`src/rtl/mimo_dec_pkg.sv`:
```
// Shared types and constants for the 4x4 8-PSK K-best decoder front-end sequencer.
package mimo_dec_pkg;

    typedef enum logic [1:0] {
        CH_FILL   = 2'd0,
        CH_BURST  = 2'd1,
        DATA_WAIT = 2'd2,
        DATA_RUN  = 2'd3
    } seq_state_t;

    localparam int unsigned W_L_DEF = 15;
    localparam int unsigned W_O_DEF = 15;
    localparam int unsigned CH_ROWS = 4;
    localparam int unsigned FIELDS  = 8;

    // Antenna k occupies field 2k (real) and field 2k+1 (imag), LSB first.
    function automatic logic [W_L_DEF-1:0] lane_re(input logic [FIELDS*W_L_DEF-1:0] v,
                                                   input int unsigned k);
        return v[(2*k)*W_L_DEF +: W_L_DEF];
    endfunction

    function automatic logic [W_L_DEF-1:0] lane_im(input logic [FIELDS*W_L_DEF-1:0] v,
                                                   input int unsigned k);
        return v[(2*k+1)*W_L_DEF +: W_L_DEF];
    endfunction

endpackage

```
`src/rtl/mimo_ch_buf.sv`:
```
// Four-row channel-matrix register file: one write port, one combinational read port.
module mimo_ch_buf
    import mimo_dec_pkg::*;
#(
    parameter int unsigned DW = FIELDS * W_L_DEF
) (
    input  logic          clk,
    input  logic          rst,
    input  logic          we,
    input  logic [1:0]    waddr,
    input  logic [DW-1:0] wdata,
    input  logic [1:0]    raddr,
    output logic [DW-1:0] rdata_c
);

    logic [DW-1:0] mem_q [CH_ROWS];
    logic [DW-1:0] mem_d [CH_ROWS];

    always_comb begin
        mem_d = mem_q;
        if (we) begin
            mem_d[waddr] = wdata;
        end
    end

    always_ff @(posedge clk or negedge rst) begin
        if (!rst) begin
            for (int unsigned i = 0; i < CH_ROWS; i++) begin
                mem_q[i] <= '0;
            end
        end else begin
            mem_q <= mem_d;
        end
    end

    assign rdata_c = mem_q[raddr];

endmodule

```
`src/rtl/mimo_decode_sequencer.sv`:
```
// Front-end sequencer for the K-best MIMO decoder core: channel load/burst, then timed data decode.
// Optional MIMO_SEQ_STATS_EN adds saturating vec_total / stall_cycles counters.
module mimo_decode_sequencer
    import mimo_dec_pkg::*;
#(
    parameter int unsigned W_L     = W_L_DEF,
    parameter int unsigned W_O     = W_O_DEF,
    parameter int unsigned DEC_LAT = 36,
    parameter int unsigned NUM_VEC = 11
) (
    input  logic             clk,
    input  logic             rst,
    input  logic             s_valid,
    output logic             s_ready,
    input  logic [8*W_L-1:0] s_data,
    output logic             dec_flag,
    output logic [8*W_L-1:0] dec_data,
    input  logic [8*W_O-1:0] dec_out,
    output logic             m_valid,
    input  logic             m_ready,
    output logic [8*W_O-1:0] m_data,
    output logic             busy
`ifdef MIMO_SEQ_STATS_EN
    ,
    output logic [15:0]      vec_total,
    output logic [15:0]      stall_cycles
`endif
);

    localparam int unsigned DW    = 8 * W_L;
    localparam int unsigned OW    = 8 * W_O;
    localparam int unsigned LAT_W = $clog2(DEC_LAT);
    localparam int unsigned VEC_W = $clog2(NUM_VEC + 1);

    localparam logic [LAT_W-1:0] LAT_LAST = LAT_W'(DEC_LAT - 1);
    localparam logic [VEC_W-1:0] VEC_LAST = VEC_W'(NUM_VEC - 1);
    localparam logic [1:0]       ROW_LAST = 2'(CH_ROWS - 1);

    seq_state_t       state_q, state_d;
    logic [1:0]       row_cnt_q, row_cnt_d;
    logic [1:0]       burst_cnt_q, burst_cnt_d;
    logic [LAT_W-1:0] lat_cnt_q, lat_cnt_d;
    logic [VEC_W-1:0] vec_cnt_q, vec_cnt_d;
    logic             dec_flag_q, dec_flag_d;
    logic [DW-1:0]    dec_data_q, dec_data_d;
    logic             m_valid_q, m_valid_d;
    logic [OW-1:0]    m_data_q, m_data_d;

    logic             s_hs_c;
    logic             ch_we_c;
    logic             capture_c;
    logic [1:0]       ch_raddr_c;
    logic [DW-1:0]    ch_rdata_c;

    // DATA_WAIT only accepts when the output register is free at capture time.
    always_comb begin
        s_ready = 1'b0;
        case (state_q)
            CH_FILL:   s_ready = 1'b1;
            DATA_WAIT: s_ready = !m_valid_q || m_ready;
            default:   s_ready = 1'b0;
        endcase
    end

    assign busy   = !((state_q == DATA_WAIT) && (vec_cnt_q == '0));
    assign s_hs_c = s_valid && s_ready;

    // Row 0 is presented on burst entry, so each burst cycle prefetches the next row.
    assign ch_raddr_c = (state_q == CH_BURST) ? burst_cnt_q + 2'd1 : 2'd0;

    mimo_ch_buf #(
        .DW (DW)
    ) u_ch_buf (
        .clk     (clk),
        .rst     (rst),
        .we      (ch_we_c),
        .waddr   (row_cnt_q),
        .wdata   (s_data),
        .raddr   (ch_raddr_c),
        .rdata_c (ch_rdata_c)
    );

    always_comb begin
        state_d     = state_q;
        row_cnt_d   = row_cnt_q;
        burst_cnt_d = burst_cnt_q;
        lat_cnt_d   = lat_cnt_q;
        vec_cnt_d   = vec_cnt_q;
        dec_flag_d  = dec_flag_q;
        dec_data_d  = dec_data_q;
        ch_we_c     = 1'b0;
        capture_c   = 1'b0;

        case (state_q)
            CH_FILL: begin
                if (s_hs_c) begin
                    ch_we_c   = 1'b1;
                    row_cnt_d = row_cnt_q + 2'd1;
                    if (row_cnt_q == ROW_LAST) begin
                        state_d     = CH_BURST;
                        burst_cnt_d = 2'd0;
                        dec_flag_d  = 1'b1;
                        dec_data_d  = ch_rdata_c;
                    end
                end
            end
            CH_BURST: begin
                burst_cnt_d = burst_cnt_q + 2'd1;
                if (burst_cnt_q == ROW_LAST) begin
                    state_d   = DATA_WAIT;
                    vec_cnt_d = '0;
                end else begin
                    dec_data_d = ch_rdata_c;
                end
            end
            DATA_WAIT: begin
                if (s_hs_c) begin
                    state_d    = DATA_RUN;
                    dec_data_d = s_data;
                    dec_flag_d = 1'b0;
                    lat_cnt_d  = '0;
                end
            end
            DATA_RUN: begin
                lat_cnt_d = lat_cnt_q + LAT_W'(1);
                if (lat_cnt_q == LAT_LAST) begin
                    capture_c = 1'b1;
                    vec_cnt_d = vec_cnt_q + VEC_W'(1);
                    if (vec_cnt_q == VEC_LAST) begin
                        state_d   = CH_FILL;
                        row_cnt_d = 2'd0;
                    end else begin
                        state_d = DATA_WAIT;
                    end
                end
            end
            default: state_d = CH_FILL;
        endcase
    end

    // Capture takes priority over a downstream pop in the same cycle.
    always_comb begin
        m_valid_d = m_valid_q;
        m_data_d  = m_data_q;
        if (capture_c) begin
            m_valid_d = 1'b1;
            m_data_d  = dec_out;
        end else if (m_valid_q && m_ready) begin
            m_valid_d = 1'b0;
        end
    end

    always_ff @(posedge clk or negedge rst) begin
        if (!rst) begin
            state_q     <= CH_FILL;
            row_cnt_q   <= '0;
            burst_cnt_q <= '0;
            lat_cnt_q   <= '0;
            vec_cnt_q   <= '0;
            dec_flag_q  <= 1'b1;
            dec_data_q  <= '0;
            m_valid_q   <= 1'b0;
            m_data_q    <= '0;
        end else begin
            state_q     <= state_d;
            row_cnt_q   <= row_cnt_d;
            burst_cnt_q <= burst_cnt_d;
            lat_cnt_q   <= lat_cnt_d;
            vec_cnt_q   <= vec_cnt_d;
            dec_flag_q  <= dec_flag_d;
            dec_data_q  <= dec_data_d;
            m_valid_q   <= m_valid_d;
            m_data_q    <= m_data_d;
        end
    end

    assign dec_flag = dec_flag_q;
    assign dec_data = dec_data_q;
    assign m_valid  = m_valid_q;
    assign m_data   = m_data_q;

`ifdef MIMO_SEQ_STATS_EN
    logic [15:0] vec_total_q, vec_total_d;
    logic [15:0] stall_cycles_q, stall_cycles_d;

    always_comb begin
        vec_total_d    = vec_total_q;
        stall_cycles_d = stall_cycles_q;
        if (capture_c && (vec_total_q != 16'hFFFF)) begin
            vec_total_d = vec_total_q + 16'd1;
        end
        if ((state_q == DATA_WAIT) && s_valid && !s_ready && (stall_cycles_q != 16'hFFFF)) begin
            stall_cycles_d = stall_cycles_q + 16'd1;
        end
    end

    always_ff @(posedge clk or negedge rst) begin
        if (!rst) begin
            vec_total_q    <= '0;
            stall_cycles_q <= '0;
        end else begin
            vec_total_q    <= vec_total_d;
            stall_cycles_q <= stall_cycles_d;
        end
    end

    assign vec_total    = vec_total_q;
    assign stall_cycles = stall_cycles_q;
`endif

endmodule

```
`config.mk`:
```
export PLATFORM = sky130hd
export DESIGN_NAME = mimo_decode_sequencer
export DESIGN_NICKNAME = d
export VERILOG_FILES = /design/src/rtl/mimo_dec_pkg.sv /design/src/rtl/mimo_ch_buf.sv /design/src/rtl/mimo_decode_sequencer.sv
export SDC_FILE = /design/constraint.sdc
export NUM_CORES = 1
export LEC_CHECK = 0
export CAP_MARGIN = 40
export CORE_MARGIN = 2
export CORE_UTILIZATION = 41
export CTS_BUF_LIST = sky130_fd_sc_hd__clkbuf_8
export DETAILED_ROUTE_END_ITERATION = 12
export DONT_BUFFER_PORTS = 1
export PLACE_DENSITY_LB_ADDON = 0.12
export SKIP_CTS_REPAIR_TIMING = 1
export SYNTH_ARGS = -nofsm -noshare
export SYNTH_HDL_FRONTEND = slang
export SYNTH_SLANG_ARGS = --single-unit
```
`constraint.sdc`:
```
create_clock -name clk -period 2.6 [get_ports clk]
set_clock_uncertainty 0.1 [all_clocks]
set_input_delay 0.39 -clock clk [delete_from_list [all_inputs] [get_ports clk]]
set_output_delay 0.39 -clock clk [all_outputs]
set_load 0.02 [all_outputs]
```
After elaboration in Yosys (flattened, before gate mapping)
Index checks and enable logic that the tools add are counted.
- add/sub/neg operators: 4
- $lt $le $gt $ge: 3
- eq/ne operators: 14
- mux-type cells: 42
- bitwise logic cells: 2
- reduce and logical (&&, ||, !) cells: 23
- operators with widths (kind ; number):
    $mux 120 ; 7
    $bwmux 480 ; 1
    $pmux 120 s3 ; 1
    $bmux 120 s2 ; 1
    $demux 120 s2 ; 1
    $mux 2 ; 12
    $ne 2x2->1 const B ; 6
    $pmux 6 s2 ; 1
    $reduce_bool 2->1 ; 6
    $reduce_and 5->1 ; 2
    $mux 1 ; 9
    $eq 2x2->1 const B ; 4
    $mux 4 ; 2
    $pmux 2 s2 ; 2
    $pmux 2 s4 ; 1
    $pmux 4 s2 ; 1
    $reduce_and 4->1 ; 2
    $add 6x1->6 const B ; 1
    $eq 6x6->1 const B ; 1
    $ge 3x3->1 const B ; 2
    $mux 6 ; 1
    $not 2->3 ; 2
    $reduce_and 3->1 ; 2
    $add 2x1->2 const B ; 2
    other kinds (13) ; 18
- bits in registers: 738
- output and inout port bits: 244
- logic and storage cells: 101

Logic depth before layout (Yosys ltp)
Gate-level depths: netlist of the first run.
- word-level depth: 9
- mapped depth: 8
- depth with buffers taken out: 5

Modules after synthesis
A second synthesis of the first run with hierarchy kept.
- cell total of the unflattened synthesis: 1914
- area total of the unflattened synthesis: 32414.8 um2
- modules (own cells, without submodules) (module ; instances ; cells an instance ; area an instance (um2)):
    mimo_ch_buf ; 1 ; 1162 ; 20678.6
    mimo_decode_sequencer ; 1 ; 752 ; 11736.3

Worst setup path after synthesis of the first run
No wires, ideal clock.
- path kind: reg2reg
- start point: reg burst_cnt_q[0]
- end point: reg dec_data_q[104] (netlist: dec_data[104])
- setup time: 0.123 ns
- arrival: 1.800 ns
- data required time: 2.377 ns
- path slack: 0.577 ns
- cell stages (with the launch flop): 8
- buffers on the path: 2
- period minus slack after synthesis: 2.023 ns
- cells stage by stage: dfrtp_1 ha_1 or2_2 o32a_1 buf_6 clkbuf_2 or3_1 o221a_2
- longest elaborated chain between the ends: 9
- elaborated cells on any way between the ends: 13
- classes of those cells: add/sub: 1; eq/ne: 2; mux: 8; bitwise: 1; reduce/logical: 1
- ends and longest elaborated chain (element ; RTL line ; RTL):
    from (decl) ; mimo_decode_sequencer.sv:41 ; logic [1:0] burst_cnt_q, burst_cnt_d;
    from (signal assigned) ; mimo_decode_sequencer.sv:167 ; burst_cnt_q <= burst_cnt_d;
    $add 2x1->2 ; mimo_decode_sequencer.sv:69 ; assign ch_raddr_c = (state_q == CH_BURST) ? burst_cnt_q + 2'd1 : 2'd0;
    $mux 2 ; mimo_decode_sequencer.sv:69 ;
    $not 2->3 (not written as such) ; mimo_ch_buf.sv:36 ; assign rdata_c = mem_q[raddr];
    $bmux 120 s2 ; mimo_ch_buf.sv:36 ;
    $mux 120 (not written as such) (2 in a row) ; mimo_ch_buf.sv:36 ;
    $mux 120 ; mimo_decode_sequencer.sv:99 ; if (row_cnt_q == ROW_LAST) begin
    $mux 120 ; mimo_decode_sequencer.sv:96 ; if (s_hs_c) begin
    $pmux 120 s3 ; mimo_decode_sequencer.sv:94 ; case (state_q)
    to (signal assigned) ; mimo_decode_sequencer.sv:171 ; dec_data_q <= dec_data_d;
    to (decl) ; mimo_decode_sequencer.sv:45 ; logic [DW-1:0] dec_data_q, dec_data_d;
Several ways; a longest one is shown, not always the timed one. The select of a mux whose other input is x is not followed.
A chain may end at the register's enable or synchronous reset.

Final worst setup path of the first run
- start point: reg state_q[0]
- end point: out busy
- longest elaborated chain between the ends: 3
- ends and longest elaborated chain (element ; RTL line ; RTL):
    from (decl) ; mimo_decode_sequencer.sv:39 ; seq_state_t state_q, state_d;
    from (signal assigned) ; mimo_decode_sequencer.sv:165 ; state_q <= state_d;
    $eq 2x2->1 ; mimo_decode_sequencer.sv:65 ; assign busy = !((state_q == DATA_WAIT) && (vec_cnt_q == '0));
    $logic_and 1x1->1 ; mimo_decode_sequencer.sv:65 ;
    $logic_not 1->1 ; mimo_decode_sequencer.sv:65 ;
    to (decl) ; mimo_decode_sequencer.sv:22 ; output logic busy
Every way passes these cells.

==> results by group, run 1 <==
Floorplanning
  • Die Y: 286 um
  • Die ar.: 81600 um^2
  • Initial core utilization: 41.3%
  • Cell Rows: 103
  • Die Width: 286 um
  • Core box area: 78700 um^2
  • Boundary pin count: 488

Yosys
  • Post-synthesis async set-or-reset flop share: 100%
  • Syn Std Cell Area: 32500 um^2
  • Ys flop type: dfrtp_1
  • Yosys warns: 0
  • Post-synth net total: 2616
  • Register area share after synthesis: 56.8%
  • Count of different cell masters after synthesis: 49
  • Flops & latches, synth: 738
  • Cells after Synth: 2363
  • Mean Syn Cell Area: 13.8 um^2
  • Post-synth EDFFs: 0

Critical path
  • Arrival @ worst endpoint: 1.95 ns
  • Type of origin of the critical path: flop
  • CP Capture Point: busy
  • RR Endpoint: dec_data[81]
  • Worst reg2reg path depth: 6
  • Worst setup path class: flop to output pin
  • Critical Path RT: 2.11 ns
  • CP startpoint: state_q[0]
  • Max Fanout on Critical Path: 8
  • Worst reg2reg setup slack: 0.25 ns
  • Reg2reg start: burst_cnt_q[0]
  • Crit end category: output pin

Detailed routing
  • DRT antenna net count: 0
  • Met3 wire length: 6.43 mm
  • Initial DRC Count: 1279
  • WL/cell: 25.5 um
  • Vias/cell: 5.84
  • DRT Pass-1 Iters: 5
  • DRC Markers: 0
  • Met2 WL: 46.3 mm
  • Final wirelength: 95.8 mm
  • DRT met1 WL: 40.9 mm
  • Highest metal used: met5
  • Vias: 21900

Finish
  • Fill count: 6799
  • P&R area growth vs syn: 19.8%
  • Final #Nets: 2859
  • Final instance area: 39000 um^2
  • Layout cells sized above 1: 40.6%

Pwr
  • Pleak: 16.8 nW
  • Max rail drop VDD: 1.16 mV
  • Total power: 49.6 mW
  • Cell Pwr Density: 1270 nW/um^2

Place
  • Dpl hpwl: 52.8 mm
  • Placed inst area: 33800 um^2
  • GP Congestion: 0.735
  • Port bufs: 0
  • Post-Place Worst Slack: 0.276 ns

Timing
  • Upper clock frequency limit: 410 MHz
  • TNS Setup: 0 ns
  • Least-Margin Pin Slew: 2.88 ns
  • Final hold violation count: 737
  • Slew Limit Fails: 430
  • RSZ-0062 raised after global routing: false
  • Final Setup Violations: 0
  • Hold WS: -0.786 ns
  • Max-slew headroom: -91.7%
  • Crit path time final: 2.44 ns
  • Period utilization: 93.7%
  • Final Worst Setup Slack: 0.164 ns

Clocking
  • Clock Latency Late Sink: 0.77 ns
  • Clk pin slew, worst setup/hold paths: 0.06 ns
  • Total clock sinks: 738
  • Cts bufs inserted: 133
  • H-tree levels: 4
  • CTS tree: done
  • Clock tree buffer depth: 3
  • Clock tree root buffer cell: clkbuf_8

Outcome
  • Status: finished with violations
  • Failing checks: hold timing, slew limit

Global routing
  • Global-route wire length before repair: 142 mm
  • Total GRT Usage: 22.6%
  • Grt ovf: 0
  • Initial antenna violation count: 14
  • Largest net degree at the start of global routing: 739
  • Vias in the first global route: 22700

Worst hold path
  • Hold Path Class: input port to async pin

Flow run
  • Max-cap violations: 0
-- cell families (layout without fill, tap and decap cells) --
group	count (synthesis)	after routing	synth area share [%]
DFF	738	738	56.8
muxes	723	723	25.0
AOI/OAI and AO/OA	511	511	11.3
buffers and inverters	211	545	3.35
and+or+nand+nor	169	169	3.15
adders and majority gates	9	9	0.346
xor gates and xnor gates	2	2	0.0539
other	0	9	0
-- cell usage in the layout (no fill, tap or decap), types with 3 or more instances in the layout --
cell type,instances
o221a_2,94
buf_4,28
dlygate4sd3_1,242
ha_1,9
a21oi_1,126
clkinv_2,11
dfrtp_1,734
o21ai_0,9
inv_8,4
nor3_1,3
inv_12,3
o31ai_1,3
o22ai_1,240
nand3_1,3
inv_1,43
inv_6,4
nor2b_1,3
nor2_1,8
mux2_2,720
nand2_1,9
diode_2,9
buf_12,40
nand2b_1,4
o221a_1,26
or3_1,120
clkbuf_8,162
-- worst min-delay path by stage --
stage,from,endpoint,cells after the start,slack [ns]
6_report,rst,u_ch_buf.mem_q[293],0,-0.79
5_1_grt,rst,dec_data[53],0,-0.86
4_1_cts,rst,u_ch_buf.mem_q[53],0,-0.85
3_5_place_dp,rst,u_ch_buf.mem_q[53],0,0.03
3_3_place_gp,rst,u_ch_buf.mem_q[173],0,0.03
2_1_floorplan,rst,burst_cnt_q[0],0,-0.006
-- power by group --
group | internal, mW | switching, mW
Clock | 5.89 | 5.04
Sequential | 16.5 | 4.67
Combinational | 9.07 | 8.41
Total | 31.4 | 18.1
-- critical path, cell delays in order (launching register included) --
cell	delay (ns)
dfrtp_2	0.43
inv_1	0.07
buf_4	0.18
nand2_4	0.09
nor3_2	0.12
nand2_1	0.11
buf_4	0.18
-- cell type report --
cell class | count | area, um^2 | area share [%]
inverters | 9 | 38.8 | 0.0996
well taps | 1050 | 1310 | 3.37
clock buffers | 162 | 2230 | 5.72
diodes | 9 | 22.5 | 0.0578
flip-flops and latches | 738 | 18500 | 47.4
clock inverters | 64 | 427 | 1.10
repair buffers | 310 | 3430 | 8.81
multi-input cells | 1414 | 13000 | 33.4
-- routing by layer --
layer	vias to the layer above	track usage, %
met5	-	0
met4	10	7.17
met3	182	6.71
met2	724	36.8
met1	11500	29.2
li1	9499	-
-- synth_stat cells, drive strengths merged (2+ instances only) --
library cell,instances,area [um^2]
inv,9,33.8
dfrtp,737,18400
a22o,2,17.5
ha,9,113
and2,2,12.5
and2b,2,15.0
nor3,5,25.0
clkbuf,78,305
mux2,721,8120
nand2,10,37.5
or3,120,751
or2,2,12.5
nand2b,4,25.0
o221a,120,1350
o21ai,10,50.1
o31ai,3,22.5
and3,3,18.8
a21oi,126,631
nor2,8,30.0
nor2b,3,18.8
o22ai,240,1500
buf,124,751
nand3,3,15.0
o2bb2ai,2,17.5
mux2i,2,20.0
-- per-stage QoR --
stage	util, %	cells	hold slack (ns)
finish	49.5	3756	-0.786
global route	49.5	3751	-0.860
CTS	46.3	3502	-0.851
detailed placement	43.0	3276	0.0315
global placement	43.0	3276	0.0336
floorplan	-	2363	-0.00559
-- flip-flops by register name, summed over array words and instances, names as in the netlist --
signal,flops
u_ch_buf.mem_q,480
dec_data,120
m_data,120
lat_cnt_q,6
vec_cnt_q,4
burst_cnt_q,2
row_cnt_q,2
state_q,2
dec_flag,1
m_valid,1
No activity file was read; power rests on OpenSTA's default activity.
==> inputs of run 2 (changes only) <==
- CTS_CLUSTER_SIZE: unset -> 16
==> results by group, run 2 (synthesis gave the netlist of run 1 again) <==
Pwr
  • Psw: 18.1 mW
  • Cell Pwr Density: 1270 nW/um^2
  • Cell internal pwr: 31.4 mW
  • Pleak: 16.8 nW
  • Total power: 49.6 mW
  • Power share of the sequential group: 42.7%
  • Clock group share of total power: 22.1%
  • Sw Share: 36.6%
  • Max rail drop VDD: 1.16 mV
  • Combinational share of power: 35.2%

Clocking
  • Clock tree buffer depth: 3
  • CTS tree: done
  • H-tree levels: 4
  • Clock Latency Late Sink: 0.77 ns
  • Clock tree root buffer cell: clkbuf_8
  • Total clock sinks: 738
  • Cts bufs inserted: 133
  • Clk pin slew, worst setup/hold paths: 0.06 ns

Detailed routing
  • Final wirelength: 95.8 mm
  • DRT antenna net count: 0
  • Vias: 21900
  • WL/cell: 25.5 um
  • DRC Markers: 0
  • Vias/cell: 5.83
  • Initial DRC Count: 1330
  • DRT Pass-1 Iters: 5

Critical path
  • Reg2reg start: burst_cnt_q[0]
  • Worst setup path class: input port to async pin
  • Type of origin of the critical path: input port
  • Crit end category: async pin
  • CP startpoint: rst
  • RR Endpoint: dec_data[81]
  • Worst reg2reg setup slack: 0.26 ns
  • CP Capture Point: burst_cnt_q[0]
  • Worst reg2reg path depth: 6
  • Arrival @ worst endpoint: 2.13 ns
  • Critical Path RT: 2.08 ns
  • Max Fanout on Critical Path: 738
  • Critical path depth: 0

Floorplanning
  • Die Y: 286 um
  • Die ar.: 81600 um^2
  • Initial core utilization: 41.3%
  • Boundary pin count: 488
  • Cell Rows: 103
  • Die Width: 286 um
  • Core box area: 78700 um^2

Global routing
  • Total GRT Usage: 22.6%
  • Largest net degree at the start of global routing: 739
  • Grt ovf: 0
  • Initial antenna violation count: 14
  • Global-route wire length before repair: 142 mm
  • Vias in the first global route: 22700

Timing
  • RSZ-0062 raised after global routing: false
  • Period utilization: 102%
  • Least-Margin Pin Slew: 3.50 ns
  • Final hold violation count: 614
  • Upper clock frequency limit: 377 MHz
  • Hold WS: -0.786 ns
  • Max-slew headroom: -134%
  • Slew Limit Fails: 686
  • Final Worst Setup Slack: -0.0510 ns
  • Crit path time final: 2.65 ns
  • Final Setup Violations: 1

Finish
  • Final Non-Filler Cells: 3756
  • P&R area growth vs syn: 19.8%
  • Most frequent cells in the layout: 734 x dfrtp_1, 720 x mux2_2, 242 x dlygate4sd3_1
  • Fill count: 6799
  • Layout cells sized above 1: 40.6%
  • Commonest non-fill, non-tap cell in the layout: dfrtp_1
  • Largest register FFs: 480
  • Final #Nets: 2859
  • Largest Register: u_ch_buf.mem_q

Place
  • GP Congestion: 0.735
  • Port bufs: 0
  • Dpl hpwl: 52.8 mm
  • Placed Cells: 3276

Outcome
  • Failing checks: hold timing, slew limit, setup timing
  • Status: finished with violations

Flow run
  • Max-cap violations: 0

Worst hold path
  • Hold Path Class: input port to async pin
## run 2: cell counts in the layout (fill, tap and decap cells not counted)
Identical to the previous run, type by type.
## run 2: worst min path at each step
stage / to / slack (ns) / depth (start not counted)
final: u_ch_buf.mem_q[292] / -0.79 / 0
after CTS: u_ch_buf.mem_q[53] / -0.85 / 0
after detailed placement: u_ch_buf.mem_q[53] / 0.03 / 0
after floorplan: burst_cnt_q[0] / -0.006 / 0
after global placement: u_ch_buf.mem_q[173] / 0.03 / 0
after global routing: dec_data[53] / -0.86 / 0
## run 2: area by class of cell
| type | count | area [um^2] | share of cell area, % |
|---|---|---|---|
| diodes | 9 | 22.5 | 0.0578 |
| clock buffers | 162 | 2230 | 5.72 |
| clock inverters | 64 | 427 | 1.10 |
| inverters | 9 | 38.8 | 0.0996 |
| multi-input cells | 1414 | 13000 | 33.4 |
| flip-flops and latches | 738 | 18500 | 47.4 |
| well taps | 1050 | 1310 | 3.37 |
| repair buffers | 310 | 3430 | 8.81 |
## run 2: stage by stage
step | area [um^2] | setup slack, ns | util, % | setup TNS, ns
after floorplan | 32500 | 0.577 | - | 0
after global placement | 33800 | 0.310 | 43.0 | 0
after detailed placement | 33800 | 0.276 | 43.0 | 0
after CTS | 36500 | -0.144 | 46.3 | -0.144
after global routing | 38900 | 0.0500 | 49.5 | 0
final | 39000 | -0.0510 | 49.5 | -0.0510
## run 2: power by group through the flow
stage          logic [mW]  clock network, mW  registers [mW]
2_1_floorplan        12.7                  0            20.0
3_3_place_gp         16.6                  0            21.0
3_5_place_dp         17.0                  0            21.3
4_1_cts              17.1               11.3            21.1
5_1_grt              18.8               11.9            21.7
6_report             17.5               10.9            21.2
## run 2: metal layers
layer | track usage [%] | wire [um]
met5 | 0 | 63
met4 | 7.17 | 2180
met3 | 6.71 | 6130
met2 | 36.8 | 46300
met1 | 29.2 | 41200
